==> config.mk <==
export PLATFORM = sky130hd
export DESIGN_NAME = ms53l_poll_ctrl_flat
export DESIGN_NICKNAME = d
export VERILOG_FILES = /design/src/rtl/ms53l_pkg.sv /design/src/rtl/ms53l_poll_ctrl_if.sv /design/src/rtl/ms53l_rsp_parser.sv /design/src/rtl/ms53l_poll_ctrl.sv /design/src/flat_wrapper.sv
export SDC_FILE = /design/constraint.sdc
export NUM_CORES = 1
export LEC_CHECK = 0
export CAP_MARGIN = 20
export CELL_PAD_IN_SITES_DETAIL_PLACEMENT = 1
export CELL_PAD_IN_SITES_GLOBAL_PLACEMENT = 2
export CORE_ASPECT_RATIO = 0.6
export CORE_MARGIN = 4
export CORE_UTILIZATION = 34
export CTS_CLUSTER_DIAMETER = 100
export CTS_CLUSTER_SIZE = 10
export DETAILED_ROUTE_END_ITERATION = 10
export PLACE_DENSITY_LB_ADDON = 0.3
export SLEW_MARGIN = 10
export SYNTH_ARGS = -nofsm -noshare
export SYNTH_HDL_FRONTEND = slang
export SYNTH_SLANG_ARGS = --single-unit
==> constraint.sdc <==
create_clock -name clk -period 2.2 [get_ports clk]
set_clock_uncertainty 0.05 [all_clocks]
set_input_delay 0.22 -clock clk [delete_from_list [all_inputs] [get_ports clk]]
set_output_delay 0.22 -clock clk [all_outputs]
set_load 0.01 [all_outputs]
==> src/rtl/ms53l_pkg.sv <==
// Shared types and reply-frame constants for the MS53L poll controller.
package ms53l_pkg;

    typedef enum logic [2:0] {
        IDLE   = 3'd0,
        WAIT   = 3'd1,
        START  = 3'd2,
        SEND   = 3'd3,
        LISTEN = 3'd4,
        DONE   = 3'd5,
        FAIL   = 3'd6
    } state_t;

    localparam logic [7:0] HDR  = 8'h51;
    localparam logic [7:0] TYPE = 8'h0B;
    localparam logic [7:0] FUNC = 8'h05;
    localparam logic [7:0] LEN  = 8'h02;
    localparam int         RSP_LEN = 8;

    typedef logic [2:0] rsp_idx_t;

    // On a mismatch a header byte immediately re-opens a frame.
    function automatic rsp_idx_t resync_idx(input logic [7:0] b);
        return (b == HDR) ? rsp_idx_t'(1) : rsp_idx_t'(0);
    endfunction

endpackage

==> src/rtl/ms53l_poll_ctrl_if.sv <==
// Link-side signals of the poll controller: sender handshake, uart bytes, results.
interface ms53l_poll_ctrl_if;
    logic        cmd_start;
    logic        cmd_tx_en;
    logic        rx_done;
    logic [7:0]  rx_data;
    logic [15:0] data_out;
    logic        data_valid;
    logic        err_timeout;
    logic        busy;

    modport master (
        output cmd_start, data_out, data_valid, err_timeout, busy,
        input  cmd_tx_en, rx_done, rx_data
    );

    modport slave (
        input  cmd_start, data_out, data_valid, err_timeout, busy,
        output cmd_tx_en, rx_done, rx_data
    );
endinterface

==> src/rtl/ms53l_rsp_parser.sv <==
// Reply-frame parser: tracks byte index with header resync, keeps dH in a shadow register.
module ms53l_rsp_parser
    import ms53l_pkg::*;
(
    input  logic        clk,
    input  logic        rst_n,
    input  logic        clr,
    input  logic        rx_done,
    input  logic [7:0]  rx_data,
    output logic        frame_ok,
    output logic [15:0] value
);

    rsp_idx_t   idx_reg, idx_next;
    logic [7:0] dh_reg;

    always_comb begin
        idx_next = idx_reg;
        if (clr) begin
            idx_next = '0;
        end else if (rx_done) begin
            case (idx_reg)
                3'd0:    idx_next = (rx_data == HDR)  ? 3'd1 : 3'd0;
                3'd1:    idx_next = (rx_data == TYPE) ? 3'd2 : resync_idx(rx_data);
                3'd4:    idx_next = (rx_data == FUNC) ? 3'd5 : resync_idx(rx_data);
                3'd5:    idx_next = (rx_data == LEN)  ? 3'd6 : resync_idx(rx_data);
                3'd7:    idx_next = '0;
                default: idx_next = idx_reg + 3'd1;
            endcase
        end
    end

    always_ff @(posedge clk or negedge rst_n) begin
        if (!rst_n) begin
            idx_reg <= '0;
            dh_reg  <= '0;
        end else begin
            idx_reg <= idx_next;
            if (!clr && rx_done && idx_reg == 3'd6)
                dh_reg <= rx_data;
        end
    end

    // Completion is combinational so a final byte can beat a same-cycle timeout.
    assign frame_ok = !clr && rx_done && (idx_reg == rsp_idx_t'(RSP_LEN - 1));
    assign value    = {dh_reg, rx_data};

endmodule

==> src/rtl/ms53l_poll_ctrl.sv <==
// Periodic poll scheduler: starts a command frame, counts its bytes, parses the reply, retries on timeout.
module ms53l_poll_ctrl
    import ms53l_pkg::*;
#(
    parameter int POLL_CYCLES    = 5_000_000,
    parameter int TX_BYTES       = 11,
    parameter int TIMEOUT_CYCLES = 2_500_000,
    parameter int MAX_RETRY      = 3
) (
    input  logic               clk,
    input  logic               rst_n,
    input  logic               enable,
    ms53l_poll_ctrl_if.master  bus
);

    localparam int PW = $clog2(POLL_CYCLES + 1);
    localparam int TW = $clog2(TIMEOUT_CYCLES + 1);
    localparam int BW = $clog2(TX_BYTES + 1);
    localparam int RW = (MAX_RETRY > 0) ? $clog2(MAX_RETRY + 1) : 1;

    state_t         state_reg, state_next;
    logic [PW-1:0]  period_reg, period_next;
    logic [TW-1:0]  timeout_reg, timeout_next;
    logic [BW-1:0]  byte_reg, byte_next;
    logic [RW-1:0]  retry_reg, retry_next;
    logic [15:0]    data_out_reg;

    logic           frame_ok;
    logic [15:0]    value;
    logic           timeout_hit;
    logic           load_data;

    ms53l_rsp_parser u_parser (
        .clk      (clk),
        .rst_n    (rst_n),
        .clr      (state_reg == START),
        .rx_done  (bus.rx_done && state_reg == LISTEN),
        .rx_data  (bus.rx_data),
        .frame_ok (frame_ok),
        .value    (value)
    );

    assign timeout_hit = (timeout_reg == TW'(TIMEOUT_CYCLES - 1));
    assign load_data   = enable && (state_reg == LISTEN) && frame_ok;

    always_comb begin
        state_next   = state_reg;
        period_next  = period_reg;
        timeout_next = timeout_reg;
        byte_next    = byte_reg;
        retry_next   = retry_reg;
        if (!enable) begin
            state_next = IDLE;
        end else begin
            case (state_reg)
                IDLE: begin
                    state_next  = WAIT;
                    period_next = '0;
                    retry_next  = '0;
                end
                WAIT: begin
                    if (period_reg == PW'(POLL_CYCLES - 1)) begin
                        state_next   = START;
                        timeout_next = '0;
                    end else begin
                        period_next = period_reg + 1'b1;
                    end
                end
                START, SEND, LISTEN: begin
                    // Free-running across retries; wrapping lines up with the retry START.
                    timeout_next = timeout_hit ? '0 : timeout_reg + 1'b1;
                    if (state_reg == START) begin
                        byte_next  = '0;
                        state_next = SEND;
                    end else if (state_reg == SEND && bus.cmd_tx_en) begin
                        byte_next = byte_reg + 1'b1;
                        if (byte_reg == BW'(TX_BYTES - 1))
                            state_next = LISTEN;
                    end
                    if (state_reg == LISTEN && frame_ok) begin
                        state_next = DONE;
                    end else if (timeout_hit) begin
                        if (retry_reg < RW'(MAX_RETRY)) begin
                            retry_next = retry_reg + 1'b1;
                            state_next = START;
                        end else begin
                            state_next = FAIL;
                        end
                    end
                end
                DONE, FAIL: begin
                    retry_next  = '0;
                    period_next = '0;
                    state_next  = WAIT;
                end
                default: state_next = IDLE;
            endcase
        end
    end

    always_ff @(posedge clk or negedge rst_n) begin
        if (!rst_n) begin
            state_reg    <= IDLE;
            period_reg   <= '0;
            timeout_reg  <= '0;
            byte_reg     <= '0;
            retry_reg    <= '0;
            data_out_reg <= '0;
        end else begin
            state_reg   <= state_next;
            period_reg  <= period_next;
            timeout_reg <= timeout_next;
            byte_reg    <= byte_next;
            retry_reg   <= retry_next;
            if (load_data)
                data_out_reg <= value;
        end
    end

    assign bus.cmd_start   = (state_reg == START);
    assign bus.data_valid  = (state_reg == DONE);
    assign bus.err_timeout = (state_reg == FAIL);
    assign bus.busy        = (state_reg == START) || (state_reg == SEND) || (state_reg == LISTEN);
    assign bus.data_out    = data_out_reg;

endmodule

==> src/flat_wrapper.sv <==
// flat-port wrapper written by rule: the top's interface ports become plain ports
module ms53l_poll_ctrl_flat import ms53l_pkg::*;
#(
    parameter int POLL_CYCLES    = 5_000_000,
    parameter int TX_BYTES       = 11,
    parameter int TIMEOUT_CYCLES = 2_500_000,
    parameter int MAX_RETRY      = 3
)
  (clk, rst_n, enable, bus_cmd_start, bus_data_out, bus_data_valid, bus_err_timeout, bus_busy, bus_cmd_tx_en, bus_rx_done, bus_rx_data);
  ms53l_poll_ctrl_if bus_i ();
  input  logic clk;
  input  logic rst_n;
  input  logic enable;
  output wire logic [$bits(bus_i.cmd_start)-1:0] bus_cmd_start;
  output wire logic [$bits(bus_i.data_out)-1:0] bus_data_out;
  output wire logic [$bits(bus_i.data_valid)-1:0] bus_data_valid;
  output wire logic [$bits(bus_i.err_timeout)-1:0] bus_err_timeout;
  output wire logic [$bits(bus_i.busy)-1:0] bus_busy;
  input wire logic [$bits(bus_i.cmd_tx_en)-1:0] bus_cmd_tx_en;
  input wire logic [$bits(bus_i.rx_done)-1:0] bus_rx_done;
  input wire logic [$bits(bus_i.rx_data)-1:0] bus_rx_data;
  assign bus_cmd_start = bus_i.cmd_start;
  assign bus_data_out = bus_i.data_out;
  assign bus_data_valid = bus_i.data_valid;
  assign bus_err_timeout = bus_i.err_timeout;
  assign bus_busy = bus_i.busy;
  assign bus_i.cmd_tx_en = bus_cmd_tx_en;
  assign bus_i.rx_done = bus_rx_done;
  assign bus_i.rx_data = bus_rx_data;
  ms53l_poll_ctrl #(.POLL_CYCLES(POLL_CYCLES), .TX_BYTES(TX_BYTES), .TIMEOUT_CYCLES(TIMEOUT_CYCLES), .MAX_RETRY(MAX_RETRY)) u_core (.clk(clk), .rst_n(rst_n), .enable(enable), .bus(bus_i));
endmodule
==> flow_metrics.py <==
metrics = {
    "logic_synthesis": {
        "syn_avg_cell_area_um2": 9.79,
        "ys_seq_area_share_pct": 45.7,
        "synthesis.area_mm2": 0.00444,
        "synth-seq-cells": 81,
        "syn_nets": 476,
        "async_reset_ff_share_pct": 100,
        "yosysWarnings": 0,
        "yosys_most_used_dff": "dfrtp_1",
        "synth_top_area_share_pct": 45.7,
        "synth.distinct_cells": 57,
        "syn_inst": 453,
        "yosysTopAreaCell": "dfrtp_1",
        "ys_top_cells_by_area": "dfrtp_1 (46%), mux2_2 (6.3%), o21ai_0 (3.6%)",
        "synth-edff-count": 0,
    },
    "detailed_routing": {
        "vias": 4016,
        "wl_per_cell_um": 19.3,
        "remaining_drc_errors": 0,
        "drt_iter0_markers": 177,
        "wl_um": 13900,
        "first_pass_iters": 5,
        "postRouteAntennaNets": 0,
        "via_per_inst": 5.55,
    },
    "placement": {
        "place.gp.congestion": 0.794,
        "dp_hpwl_um": 9830,
        "portBuffers": 32,
    },
    "sta": {
        "final_max_slew_viol_count": 0,
        "post-route-min-period_ns": 2.27,
        "setup-tns-final_ns": -0.546,
        "clock.fmax_mhz": 441,
        "setup_viol": 18,
        "hold_viol": 0,
        "worst_pin_slew_ns": 0.510,
        "maxSlewHeadroom_pct": 65.6,
        "grt_setup_unrepaired": "true",
        "period_share_pct": 103,
        "worst_slack_ns": -0.0679,
        "holdWs_ns": 0.202,
    },
    "critical_path": {
        "crit_arrival_ns": 2.45,
        "cpPeakStageDelay_ns": 0.53,
        "cp_cell_sequence": "or4b_1 -> or3_4 -> o21ai_4 -> nor4_4 -> nor2_2 -> mux2_4",
        "cp_slowest_cell": "or4b_1",
        "path_buf_inv": 0,
        "crit_path_end_kind": "flip-flop",
        "cp_max_fo": 4,
        "required_ns": 2.38,
        "cp-start-kind": "flip-flop",
        "crit_family": "simple AND/OR/NAND/NOR gates",
        "critPathKind": "reg -> reg",
        "r2r_slack_ns": -0.07,
    },
    "job": {
        "drv_cap": 0,
    },
    "floorplan": {
        "num_rows": 31,
        "ioPinCount": 33,
        "fp.dieArea_mm2": 0.0150,
        "die_w_um": 155,
        "start_util_pct": 35.7,
        "die_y_um": 96.5,
        "coreArea_mm2": 0.0124,
    },
    "finish": {
        "area_growth_pct": 37.6,
        "largest_reg_flops": 23,
        "final_cell_mix": "dfrtp_1 (80), buf_4 (65), nand2_1 (38)",
        "layout_commonest_cell": "dfrtp_1",
        "fin_util_pct": 49.2,
        "fin_nets": 576,
        "diodes": 0,
        "drive_gt1_share_pct": 34.1,
    },
    "clocking": {
        "cts_root_buffer": "clkbuf_16",
        "clk_pin_slew_ns": 0.07,
        "cts_made_buffers": 9,
        "cts_tree": "done",
        "cts.sink_count": 81,
        "clock_latency_ns": 0.35,
        "clockBufferDepth": 2,
        "cts_max_level": 3,
    },
    "global_route": {
        "grt-ovfl-total": 0,
        "antenna_found_initial": 0,
        "grt_max_degree": 45,
        "grt_pass1_vias": 4140,
        "track_usage_pct": 18.7,
        "grt_pass1_wl_um": 22000,
    },
    "worst_hold_path": {
        "hold_path.class": "in -> async",
    },
    "outcome": {
        "status": "finished, violations left",
        "violations": "setup timing",
    },
    "power": {
        "p_leak_nw": 2.66,
        "powerDensity_mw_per_mm2": 818,
        "ir_worst_vdd_mv": 0.411,
        "power_mw": 4.99,
    },
}
[synth_stat cells, types with 3 or more instances]
cell type / number
and4_1: 4
o31ai_1: 18
buf_4: 5
nor2_1: 34
a22o_1: 3
or2_2: 3
mux2_2: 25
nand2b_1: 3
ha_1: 10
nand3_1: 18
o21ai_0: 32
inv_1: 12
o41ai_2: 4
nand2_1: 38
dfrtp_1: 81
or3_1: 5
a21o_1: 4
clkbuf_1: 8
a31oi_1: 7
nor3_1: 7
nor4b_2: 6
o21ai_1: 21
nand4_1: 10
nor2b_1: 4
nor4_1: 7
buf_2: 6
xnor2_1: 4
a21oi_1: 21
and3_1: 15
[per-layer routing]
metal / vias up / part of all wire [%] / global-route usage (%) / wire length (um)
met1: 2068 / 51 / 27.6 / 7110
met3: 11 / 4.5 / 4.67 / 623
met5: - / 0 / 0 / 0
met2: 56 / 44 / 27.6 / 6100
li1: 1881 / - / - / -
met4: 0 / 0.77 / 4.44 / 108
[metrics by stage]
| stage | instances | setup slack (ns) | area, um^2 |
|---|---|---|---|
| after floorplan | 453 | 0.0367 | 4440 |
| after global placement | 694 | -0.0526 | 5340 |
| after detailed placement | 694 | -0.199 | 5340 |
| after CTS | 715 | -0.0949 | 5750 |
| after global routing | 723 | -0.116 | 6100 |
| final | 723 | -0.0679 | 6100 |
[kinds of logic (layout without fill, tap and decap cells)]
kind of cell,after synthesis,in the layout,synth area share (%)
and+or+nand+nor,175,175,22.3
AOI/OAI and AO/OA,123,123,17.8
DFF,81,81,45.7
buffers and inverters,33,138,3.72
muxes,27,27,6.83
adders and majority gates,10,10,2.82
xor gates and xnor gates,4,4,0.790
[power by group]
group | internal [mW] | switching (mW)
clock network | 0.901 | 0.698
logic | 0.738 | 1.00
registers | 1.57 | 0.0849
total | 3.21 | 1.79
[area by class of cell]
cell class / count / area (um^2)
multi-input cells: 339 / 2530
fillers: 1365 / 6310
well taps: 165 / 206
inverters: 12 / 45.0
clock inverters: 7 / 81.3
repair buffers: 110 / 987
clock buffers: 9 / 225
flip-flops and latches: 81 / 2030
[worst reg2reg max path, stage by stage, from the launching register on]
cell	delay (ns)
dfrtp_1	0.39
or4b_1	0.53
or3_4	0.38
o21ai_4	0.25
nor4_4	0.09
nor2_2	0.16
mux2_4	0.31
[final timing paths]
check | endpoint | cells after the start | start
max | u_core.state_reg[2] | 6 | u_core.timeout_reg[14]
min | u_core.period_reg[22] | 2 | rst_n
max reg2reg | u_core.state_reg[2] | 6 | u_core.timeout_reg[14]
min reg2reg | u_core.byte_reg[3] | 1 | u_core.byte_reg[3]
max in group asynchronous | u_core.timeout_reg[8] | 3 | rst_n
min in group clk | u_core.byte_reg[3] | 1 | u_core.byte_reg[3]
[timing repair]
action	CTS	global route
gates cloned	0	1
hold buffers	1	0
resized for setup	14	76
buffers inserted	4	9
endpoints found under the setup margin	26	46
endpoints found under the hold margin	53	0
pin swaps	12	35
No activity file was read; power rests on OpenSTA's default activity.
